===== config.mk =====
export PLATFORM = sky130hd
export DESIGN_NAME = mr_prime_search
export DESIGN_NICKNAME = d
export VERILOG_FILES = /design/src/rtl/mr_pkg.sv /design/src/rtl/mr_witness_rom.sv /design/src/rtl/mr_prime_search.sv
export SDC_FILE = /design/constraint.sdc
export NUM_CORES = 1
export LEC_CHECK = 0
export ABC_AREA = 1
export CORE_MARGIN = 2
export CORE_UTILIZATION = 40
export CTS_BUF_LIST = sky130_fd_sc_hd__clkbuf_8
export DETAILED_ROUTE_END_ITERATION = 8
export PLACE_DENSITY = 0.63
export SKIP_LAST_GASP = 1
export SLEW_MARGIN = 20
export SYNTH_ARGS = -nofsm -noshare
export SYNTH_HDL_FRONTEND = slang
export SYNTH_SLANG_ARGS = --single-unit

===== constraint.sdc =====
create_clock -name clk -period 7.65 [get_ports clk]
set_input_delay 1.1475 -clock clk [delete_from_list [all_inputs] [get_ports clk]]
set_output_delay 1.1475 -clock clk [all_outputs]
set_load 0.01 [all_outputs]

===== src/rtl/mr_pkg.sv =====
// Shared definitions for the Miller-Rabin prime search controller and its tester interface.
package mr_pkg;

   localparam int NUM_WIT = 12;
   localparam int WIT_W   = 6;
   localparam int WIDX_W  = 4;

   // Deterministic witness set; entry 0 sits in the least significant slice.
   localparam logic [NUM_WIT*WIT_W-1:0] WITNESS_ROM = {
      6'd37, 6'd31, 6'd29, 6'd23, 6'd19, 6'd17,
      6'd13, 6'd11, 6'd7,  6'd5,  6'd3,  6'd2
   };

   typedef enum logic [2:0] {
      S_IDLE,
      S_ALIGN,
      S_SMALL,
      S_ISSUE,
      S_WAIT,
      S_NEXT,
      S_RESP
   } state_t;

endpackage


===== src/rtl/mr_witness_rom.sv =====
// Combinational witness lookup plus a small-prime membership test for candidates up to 37.
module mr_witness_rom
   import mr_pkg::*;
#(
   parameter int W = 64
) (
   input  logic [WIDX_W-1:0] idx,
   input  logic [W-1:0]      cand,
   output logic [WIT_W-1:0]  witness,
   output logic              is_small_prime
);

   always_comb begin
      witness        = '0;
      is_small_prime = 1'b0;
      for (int i = 0; i < NUM_WIT; i++) begin
         if (idx == WIDX_W'(i))
            witness = WITNESS_ROM[i*WIT_W +: WIT_W];
         // Every prime <= 37 is itself a witness, so set membership is the test.
         if (cand == W'(WITNESS_ROM[i*WIT_W +: WIT_W]))
            is_small_prime = 1'b1;
      end
   end

endmodule


===== src/rtl/mr_prime_search.sv =====
// Walks odd candidates upward from a start value and runs each through a Miller-Rabin
// tester with the deterministic witness set, returning the first prime found.
module mr_prime_search
   import mr_pkg::*;
#(
   parameter int W     = 64,
   parameter int CNT_W = 16
) (
   input  logic             clk,
   input  logic             rst,
   input  logic             req_valid,
   output logic             req_ready,
   input  logic [W-1:0]     req_start,
   output logic             rsp_valid,
   input  logic             rsp_ready,
   output logic [W-1:0]     rsp_prime,
   output logic [CNT_W-1:0] rsp_count,
   output logic             rsp_ovf,
   output logic             mr_start,
   output logic [W-1:0]     mr_n,
   output logic [WIT_W-1:0] mr_a,
   input  logic             mr_done,
   input  logic             mr_pass
);

   localparam logic [WIDX_W-1:0] LAST_WIDX = WIDX_W'(NUM_WIT - 1);
   localparam logic [CNT_W-1:0]  CNT_MAX   = '1;

   state_t            state, state_nx;
   logic [W-1:0]      cand;
   logic [CNT_W-1:0]  count;
   logic [WIDX_W-1:0] widx;
   logic [W-1:0]      prime_q;
   logic              ovf_q;
   logic [W:0]        cand_inc1, cand_inc2;
   logic [WIT_W-1:0]  witness;
   logic              small_prime;
   logic              is_small;

   // The extra top bit is the carry that flags a walk past 2^W-1.
   assign cand_inc1 = {1'b0, cand} + (W+1)'(1);
   assign cand_inc2 = {1'b0, cand} + (W+1)'(2);
   assign is_small  = (cand <= W'(37));

   mr_witness_rom #(.W(W)) u_rom (
      .idx            (widx),
      .cand           (cand),
      .witness        (witness),
      .is_small_prime (small_prime)
   );

   assign req_ready = (state == S_IDLE);
   assign rsp_valid = (state == S_RESP);
   assign rsp_prime = prime_q;
   assign rsp_count = count;
   assign rsp_ovf   = ovf_q;

   always_ff @(posedge clk or posedge rst) begin
      if (rst) state <= S_IDLE;
      else     state <= state_nx;
   end

   always_comb begin
      state_nx = state;
      case (state)
         S_IDLE:  if (req_valid) state_nx = S_ALIGN;
         S_ALIGN: begin
            if (cand <= W'(2))  state_nx = S_RESP;
            else if (!cand[0])  state_nx = cand_inc1[W] ? S_RESP : S_SMALL;
            else                state_nx = S_SMALL;
         end
         S_SMALL: begin
            if (is_small) state_nx = small_prime ? S_RESP : S_NEXT;
            else          state_nx = S_ISSUE;
         end
         S_ISSUE: state_nx = S_WAIT;
         S_WAIT: begin
            if (mr_done) begin
               if (!mr_pass)                state_nx = S_NEXT;
               else if (widx == LAST_WIDX)  state_nx = S_RESP;
               else                         state_nx = S_ISSUE;
            end
         end
         S_NEXT:  state_nx = cand_inc2[W] ? S_RESP : S_SMALL;
         S_RESP:  if (rsp_ready) state_nx = S_IDLE;
         default: state_nx = S_IDLE;
      endcase
   end

   always_ff @(posedge clk or posedge rst) begin
      if (rst) begin
         cand     <= '0;
         count    <= '0;
         widx     <= '0;
         prime_q  <= '0;
         ovf_q    <= 1'b0;
         mr_start <= 1'b0;
         mr_n     <= '0;
         mr_a     <= '0;
      end else begin
         mr_start <= 1'b0;
         case (state)
            S_IDLE: begin
               if (req_valid) begin
                  cand    <= req_start;
                  count   <= '0;
                  prime_q <= '0;
                  ovf_q   <= 1'b0;
               end
            end
            S_ALIGN: begin
               if (cand <= W'(2)) begin
                  cand    <= W'(2);
                  count   <= CNT_W'(1);
                  prime_q <= W'(2);
               end else if (!cand[0]) begin
                  cand <= cand_inc1[W-1:0];
                  if (cand_inc1[W]) ovf_q <= 1'b1;
               end
            end
            S_SMALL: begin
               if (count != CNT_MAX) count <= count + 1'b1;
               widx <= '0;
               if (is_small && small_prime) prime_q <= cand;
            end
            S_ISSUE: begin
               mr_n     <= cand;
               mr_a     <= witness;
               mr_start <= 1'b1;
            end
            S_WAIT: begin
               if (mr_done && mr_pass) begin
                  if (widx == LAST_WIDX) prime_q <= cand;
                  else                   widx    <= widx + 1'b1;
               end
            end
            S_NEXT: begin
               cand <= cand_inc2[W-1:0];
               if (cand_inc2[W]) begin
                  ovf_q   <= 1'b1;
                  prime_q <= '0;
               end
            end
            default: ;
         endcase
      end
   end

endmodule

==> results of run 1 <==
==> area by class of cell <==
| type | count | area, um^2 | area share, % |
|---|---|---|---|
| Sequential cell | 223 | 5580 | 33.46 |
| Inverter | 141 | 539.3 | 3.233 |
| Clock buffer | 52 | 715.7 | 4.291 |
| Timing Repair Buffer | 236 | 2330 | 13.97 |
| Tap cell | 448 | 560.5 | 3.361 |
| Multi-Input combinational cell | 1497 | 6884 | 41.27 |
| Clock inverter | 18 | 70.07 | 0.4201 |
==> routing by layer <==
metal,vias to the layer above,wire length (um),track usage [%]
met5,-,0,0
met4,0,1779,9.994
met3,89,3417,5.446
met2,491,20610,41.54
met1,6394,20840,36.22
li1,6670,-,-
==> Yosys cell counts (4+ instances only) <==
cell / number
buf_12: 4
nand3_1: 228
nor3_1: 9
xor2_1: 12
dfrtp_1: 223
inv_2: 8
a31oi_1: 4
buf_4: 8
nand4_1: 28
a21oi_1: 20
ha_1: 6
nor2_1: 273
nor2_4: 5
nand2_2: 5
o311ai_0: 14
nand2_1: 665
buf_2: 25
nand3_2: 39
inv_1: 133
clkbuf_1: 56
o21ai_1: 9
o21ai_0: 149
==> per-stage QoR <==
stage / power, mW / instance area [um^2] / utilization [%] / std cells
2_1_floorplan: 4.075 / 13490 / - / 1958
3_3_place_gp: 5.182 / 15890 / 47.64 / 2545
3_5_place_dp: 5.222 / 15890 / 47.64 / 2545
4_1_cts: 6.371 / 16680 / 49.99 / 2615
5_1_grt: 6.826 / 16680 / 49.99 / 2615
6_report: 6.324 / 16680 / 49.99 / 2615
==> where the power goes <==
group,leakage [nW],switching [mW],internal (mW),total [mW]
clock network,0.467,0.510,0.604,1.11
logic,4.15,1.99,1.10,3.09
registers,2.92,0.486,1.64,2.12
==> cells in the final DEF (no fill, tap or decap), types with 2 or more instances in the layout <==
cell type,instances
nor2_2,2
a21oi_1,20
nand2_4,2
nor3_1,9
o21ai_1,9
nor2_4,7
o211ai_1,3
nand2_2,5
o21ai_0,149
xor2_1,12
xnor2_1,3
o311ai_0,14
ha_1,6
nand3_1,227
inv_1,147
nand2_1,665
clkdlybuf4s50_1,223
nor4_1,2
nand3_4,2
dfrtp_1,223
clkbuf_8,52
inv_2,7
nand3b_1,2
buf_4,13
nand4_1,28
o22ai_1,3
clkinv_2,4
nor2_8,2
nand3_2,39
a31oi_1,4
nor2_1,272
==> path summary, 6_finish.rpt <==
check	end	slack, ns	cells after the start
max	rsp_prime[12]	3.14	14
min	rsp_prime[4]	0.47	2
max reg2reg	rsp_prime[12]	3.14	14
min reg2reg	rsp_prime[4]	0.47	2
max in group asynchronous	rsp_prime[24]	5.17	3
min in group asynchronous	rsp_prime[4]	1.11	2
==> registers in the layout, summed over array words and instances, names as in the netlist <==
register,count
cand,64
mr_a,6
mr_n,64
mr_start,1
rsp_count,16
rsp_ovf,1
rsp_prime,64
state,3
widx,4
==> worst max-delay path: stages, from the launching register on <==
cell and delay, ns:
dfrtp_1 0.46, inv_2 0.09, nor2_1 0.06, inv_2 0.05
buf_4 0.58, nor2_4 0.02, buf_4 0.34, inv_2 0.39
o21ai_2 0.13, nor2_4 0.10, buf_4 0.65, nand2_2 0.66
buf_4 0.46, nand2_1 0.12, nand2_1 0.06
==> logic make-up (layout without fill, tap and decap cells) <==
logic type               after synthesis  in the layout  share of synthesized area, %
AND/OR/NAND/NOR                     1267           1267                         40.88
adder cells (fa/ha/maj)                6              6                        0.5564
AO/OA/AOI/OAI                        209            209                         8.429
XOR/XNOR                              15             15                        0.9737
flip-flops                           223            223                         41.36
buffers and inverters                238            447                         7.808
==> flow_summary.json, run 1 <==
{
  "status": "completed",
  "power_leakage_nw": 7.534,
  "cts_buffers": 42,
  "syn_to_final_growth_pct": 23.62,
  "die_w_um": 187.7,
  "crit_path_end_kind": "flop",
  "ys_seq_area_share_pct": 41.36,
  "grt_pass1_vias": 13181,
  "tns_ns": 0,
  "drive_gt1_share_pct": 6.414,
  "cp.required_ns": 8.09,
  "drcViolationCount": 0,
  "tightest_slew_ns": 1.031,
  "grt_max_degree": 107,
  "wire_per_inst_um": 17.83,
  "fin_crit_ns": 4.510,
  "slew_violations": 0,
  "cp_max_fo": 66,
  "setup_viol": 0,
  "fillers": 3443,
  "synth-main-ff-cell": "dfrtp_1",
  "ir_worst_vdd_mv": 0.1963,
  "clkSinkCount": 223,
  "via_per_inst": 5.218,
  "rows": 67,
  "max_freq_mhz": 221.7,
  "hp-start": "rsp_prime[4]",
  "finalCritPeriodShare_pct": 58.95,
  "synth-seq-cells": 223,
  "drtIter0Drc": 1011,
  "hold_ws_ns": 0.4715,
  "ant_nets": 0,
  "setup_slack_ns": 3.140,
  "diodes": 0,
  "grt_usage_pct": 26.53,
  "synth_top_area_share_pct": 41.36,
  "synth_edf_count": 0,
  "antenna_found_initial": 0,
  "h-tree-depth": 2,
  "first_pass_iters": 6,
  "syn_area_mm2": 0.01349,
  "cts_tree": "done",
  "clock-root-buffer": "clkbuf_8",
  "synth_nets": 2034,
  "crit_start": "state[0]",
  "core-area_mm2": 0.03336,
  "synthArstFlopShare_pct": 100.0,
  "top_level_ports": 224,
  "maxCapViolCount": 0,
  "routed_wl_um": 46640,
  "fp.dieArea_mm2": 0.03522,
  "cts_buffer_depth": 3,
  "relSlewSlack_pct": 31.29,
  "grt.overflow.total": 0,
  "grt_pass1_wl_um": 74500,
  "post-place-ws_ns": 3.156,
  "synth_area_per_cell_um2": 6.891,
  "fin_nets": 2217,
  "postCtsResizedCells": 0,
  "worstPathArrival_ns": 4.95,
  "vias": 13644,
  "p_per_area_mw_per_mm2": 379.1,
  "cts_hold_buf": 0,
  "rsz0062_at_grt": "false",
  "regToRegStartpoint": "state[0]",
  "port_buffers": 223,
  "start_util_pct": 40.44,
  "path_class": "flop to flop",
  "ys.warnings.count": 0,
  "finClkSkew_ns": 0.02522,
  "post-cts-setup-buffer-count": 0,
  "worstHoldPathType": "flop to flop",
  "hold_viol": 0,
  "gp_congestion": 0.9432,
  "synth_top_cell_by_area": "dfrtp_1",
  "hpwl_um": 33920,
  "synth_cells": 1958,
  "clkTransAtPathRegs_ns": 0.06,
  "ys_top_cells_by_area": "dfrtp_1, nand2_1, nand3_1, nor2_1, o21ai_0",
  "critPathLaunchType": "flop",
  "yosys.cell_types.count": 43,
  "clk_latency_ns": 0.56,
  "die_h_um": 187.7
}
Power figures use the tool's default switching activity.
==> inputs of run 2 (changes only) <==
--- a/config.mk
+++ b/config.mk
@@ -10,7 +10,7 @@
 export CORE_UTILIZATION = 40
 export CTS_BUF_LIST = sky130_fd_sc_hd__clkbuf_8
 export DETAILED_ROUTE_END_ITERATION = 8
-export PLACE_DENSITY = 0.63
+export PLACE_DENSITY = 0.61
 export SKIP_LAST_GASP = 1
 export SLEW_MARGIN = 20
 export SYNTH_ARGS = -nofsm -noshare
==> constraint.sdc (replaced) <==
create_clock -name clk -period 4.35 [get_ports clk]
set_input_delay 0.6525 -clock clk [delete_from_list [all_inputs] [get_ports clk]]
set_output_delay 0.6525 -clock clk [all_outputs]
set_load 0.01 [all_outputs]
==> run 2 against run 1 <==
Against the previous run:
- critical path depth decreased by 2
- global-route usage increased by 1.3 points
- clock power increased by 96%
- final area increased by 1.2%
- die area unchanged
- utilization increased by 0.59 points
- critical endpoint is now cand[18]
==> flow_summary.json, run 2 (same netlist as run 1, synthesis figures left out) <==
{
  "status": "completed",
  "grt_max_degree": 78,
  "cts_buffer_depth": 3,
  "p_per_area_mw_per_mm2": 680.0,
  "postCtsResizedCells": 0,
  "rsz0062_at_grt": "false",
  "fillers": 3423,
  "port_buffers": 223,
  "cts_hold_buf": 0,
  "routed_wl_um": 48710,
  "rows": 67,
  "hpwl_um": 36160,
  "vias": 13856,
  "power_leakage_nw": 7.614,
  "min_path_cells": 2,
  "cp_max_fo": 77,
  "worstPathArrival_ns": 3.48,
  "hp-start": "rsp_prime[44]",
  "grt_pass1_wl_um": 77110,
  "top_level_ports": 224,
  "via_per_inst": 5.272,
  "finalCritPeriodShare_pct": 71.40,
  "clock-root-buffer": "clkbuf_8",
  "core-area_mm2": 0.03336,
  "grt_usage_pct": 27.79,
  "cts_buffers": 41,
  "die_h_um": 187.7,
  "r2r_end": "cand[18]",
  "clk_latency_ns": 0.56,
  "maxCapViolCount": 0,
  "drtIter0Drc": 1323,
  "tightest_slew_ns": 1.050,
  "fp.dieArea_mm2": 0.03522,
  "antenna_found_initial": 0,
  "h-tree-depth": 2,
  "path_class": "flop to flop",
  "max_freq_mhz": 322.0,
  "clkSinkCount": 223,
  "post-cts-setup-buffer-count": 0,
  "die_w_um": 187.7,
  "worst-r2r-setup-slack_ns": 1.24,
  "path_buf_inv": 3,
  "cp.required_ns": 4.73,
  "hold_viol": 0,
  "hold_end": "rsp_prime[44]",
  "grt.overflow.total": 0,
  "cts_tree": "done",
  "fin_nets": 2226,
  "mostFrequentLayoutCell": "nand2_1",
  "tns_ns": 0,
  "cpMaxStageDelayCell": "buf_4",
  "relSlewSlack_pct": 29.86,
  "start_util_pct": 40.44,
  "ant_nets": 0,
  "cp_cell_sequence": "nor2_1, nand2_1, nor2_1, nand3_1, nor2_2, nand3_4, nand3_1, nand2_1, buf_4, clkinv_2, buf_4, o21ai_0",
  "drive_gt1_share_pct": 7.248,
  "diodes": 0,
  "path_delay_family": "simple AND/OR/NAND/NOR gates",
  "fin_crit_ns": 3.106,
  "clkTransAtPathRegs_ns": 0.07,
  "final_cell_mix": "nand2_1, nor2_1, nand3_1",
  "crit_path_end_kind": "flop",
  "finClkSkew_ns": 0.02776,
  "worstHoldPathType": "flop to flop",
  "slowest_delay_ns": 0.56,
  "regToRegStartpoint": "cand[12]",
  "total_power_mw": 11.48,
  "rr_worst_depth": 12,
  "setup_viol": 0,
  "grt_pass1_vias": 13366,
  "syn_to_final_growth_pct": 25.08,
  "wire_per_inst_um": 18.54,
  "ir_worst_vdd_mv": 0.4235,
  "critPathLaunchType": "flop",
  "first_pass_iters": 8,
  "drcViolationCount": 0,
  "gp_congestion": 0.9381,
  "slew_violations": 0
}
-- run 2: cell types whose count changed in the layout (fill, tap and decap cells not counted), sizes merged --
cell | previous run | this run
buf | 13 | 23
clkinv | 4 | 7
clkinvlp | 0 | 2
inv | 155 | 148
clkbuf | 52 | 55
bufinv | 0 | 2
-- run 2: where the power goes --
part | leakage (nW) | total [mW] | internal (mW) | switching (mW)
logic | 4.20 | 5.54 | 1.97 | 3.56
registers | 2.92 | 3.76 | 2.88 | 0.884
clock network | 0.497 | 2.18 | 1.24 | 0.935
total | 7.61 | 11.5 | 6.09 | 5.38
-- run 2: metal layers --
layer | global-route usage (%) | part of all wire [%] | vias up
li1 | - | - | 6707
met3 | 5.577 | 7.5 | 90
met5 | 0 | 0 | -
met1 | 38.50 | 45 | 6530
met2 | 42.76 | 43 | 529
met4 | 10.84 | 3.7 | 0
-- run 2: worst max-delay path by stage --
stage,startpoint,end,slack (ns),depth (start not counted)
2_1_floorplan,rst,cand[0],0.79,1
3_3_place_gp,cand[12],cand[16],1.39,12
3_5_place_dp,cand[12],cand[40],1.36,12
4_1_cts,cand[12],cand[18],1.30,12
5_1_grt,cand[10],cand[31],1.03,12
6_report,cand[12],cand[18],1.24,12
-- run 2: cell type report --
| type | count | area [um^2] | share of cell area [%] |
|---|---|---|---|
| inverter | 141 | 535.5 | 3.173 |
| clock inverter | 18 | 130.1 | 0.7710 |
| sequential | 223 | 5580 | 33.06 |
| timing repair buffer | 246 | 2430 | 14.40 |
| tap | 448 | 560.5 | 3.321 |
| clock buffer | 55 | 757.0 | 4.485 |
| multi-input combinational | 1497 | 6884 | 40.79 |
-- run 2: worst min-delay path, stage by stage, from the launching register on --
cell and delay, ns:
dfrtp_1 0.34, nand2_1 0.05, nand2_1 0.05
-- run 2: metrics by stage --
step / hold WS, ns / cells / worst slack, ns / area (um^2) / utilization, %
after global routing: 0.4878 / 2628 / 1.026 / 16880 / 50.59
after floorplan: 0.5086 / 1958 / 0.7875 / 13500 / -
final: 0.4718 / 2628 / 1.244 / 16880 / 50.59
after global placement: 0.4563 / 2555 / 1.387 / 15990 / 47.93
after detailed placement: 0.4570 / 2555 / 1.357 / 15990 / 47.93
after CTS: 0.4720 / 2628 / 1.304 / 16880 / 50.59
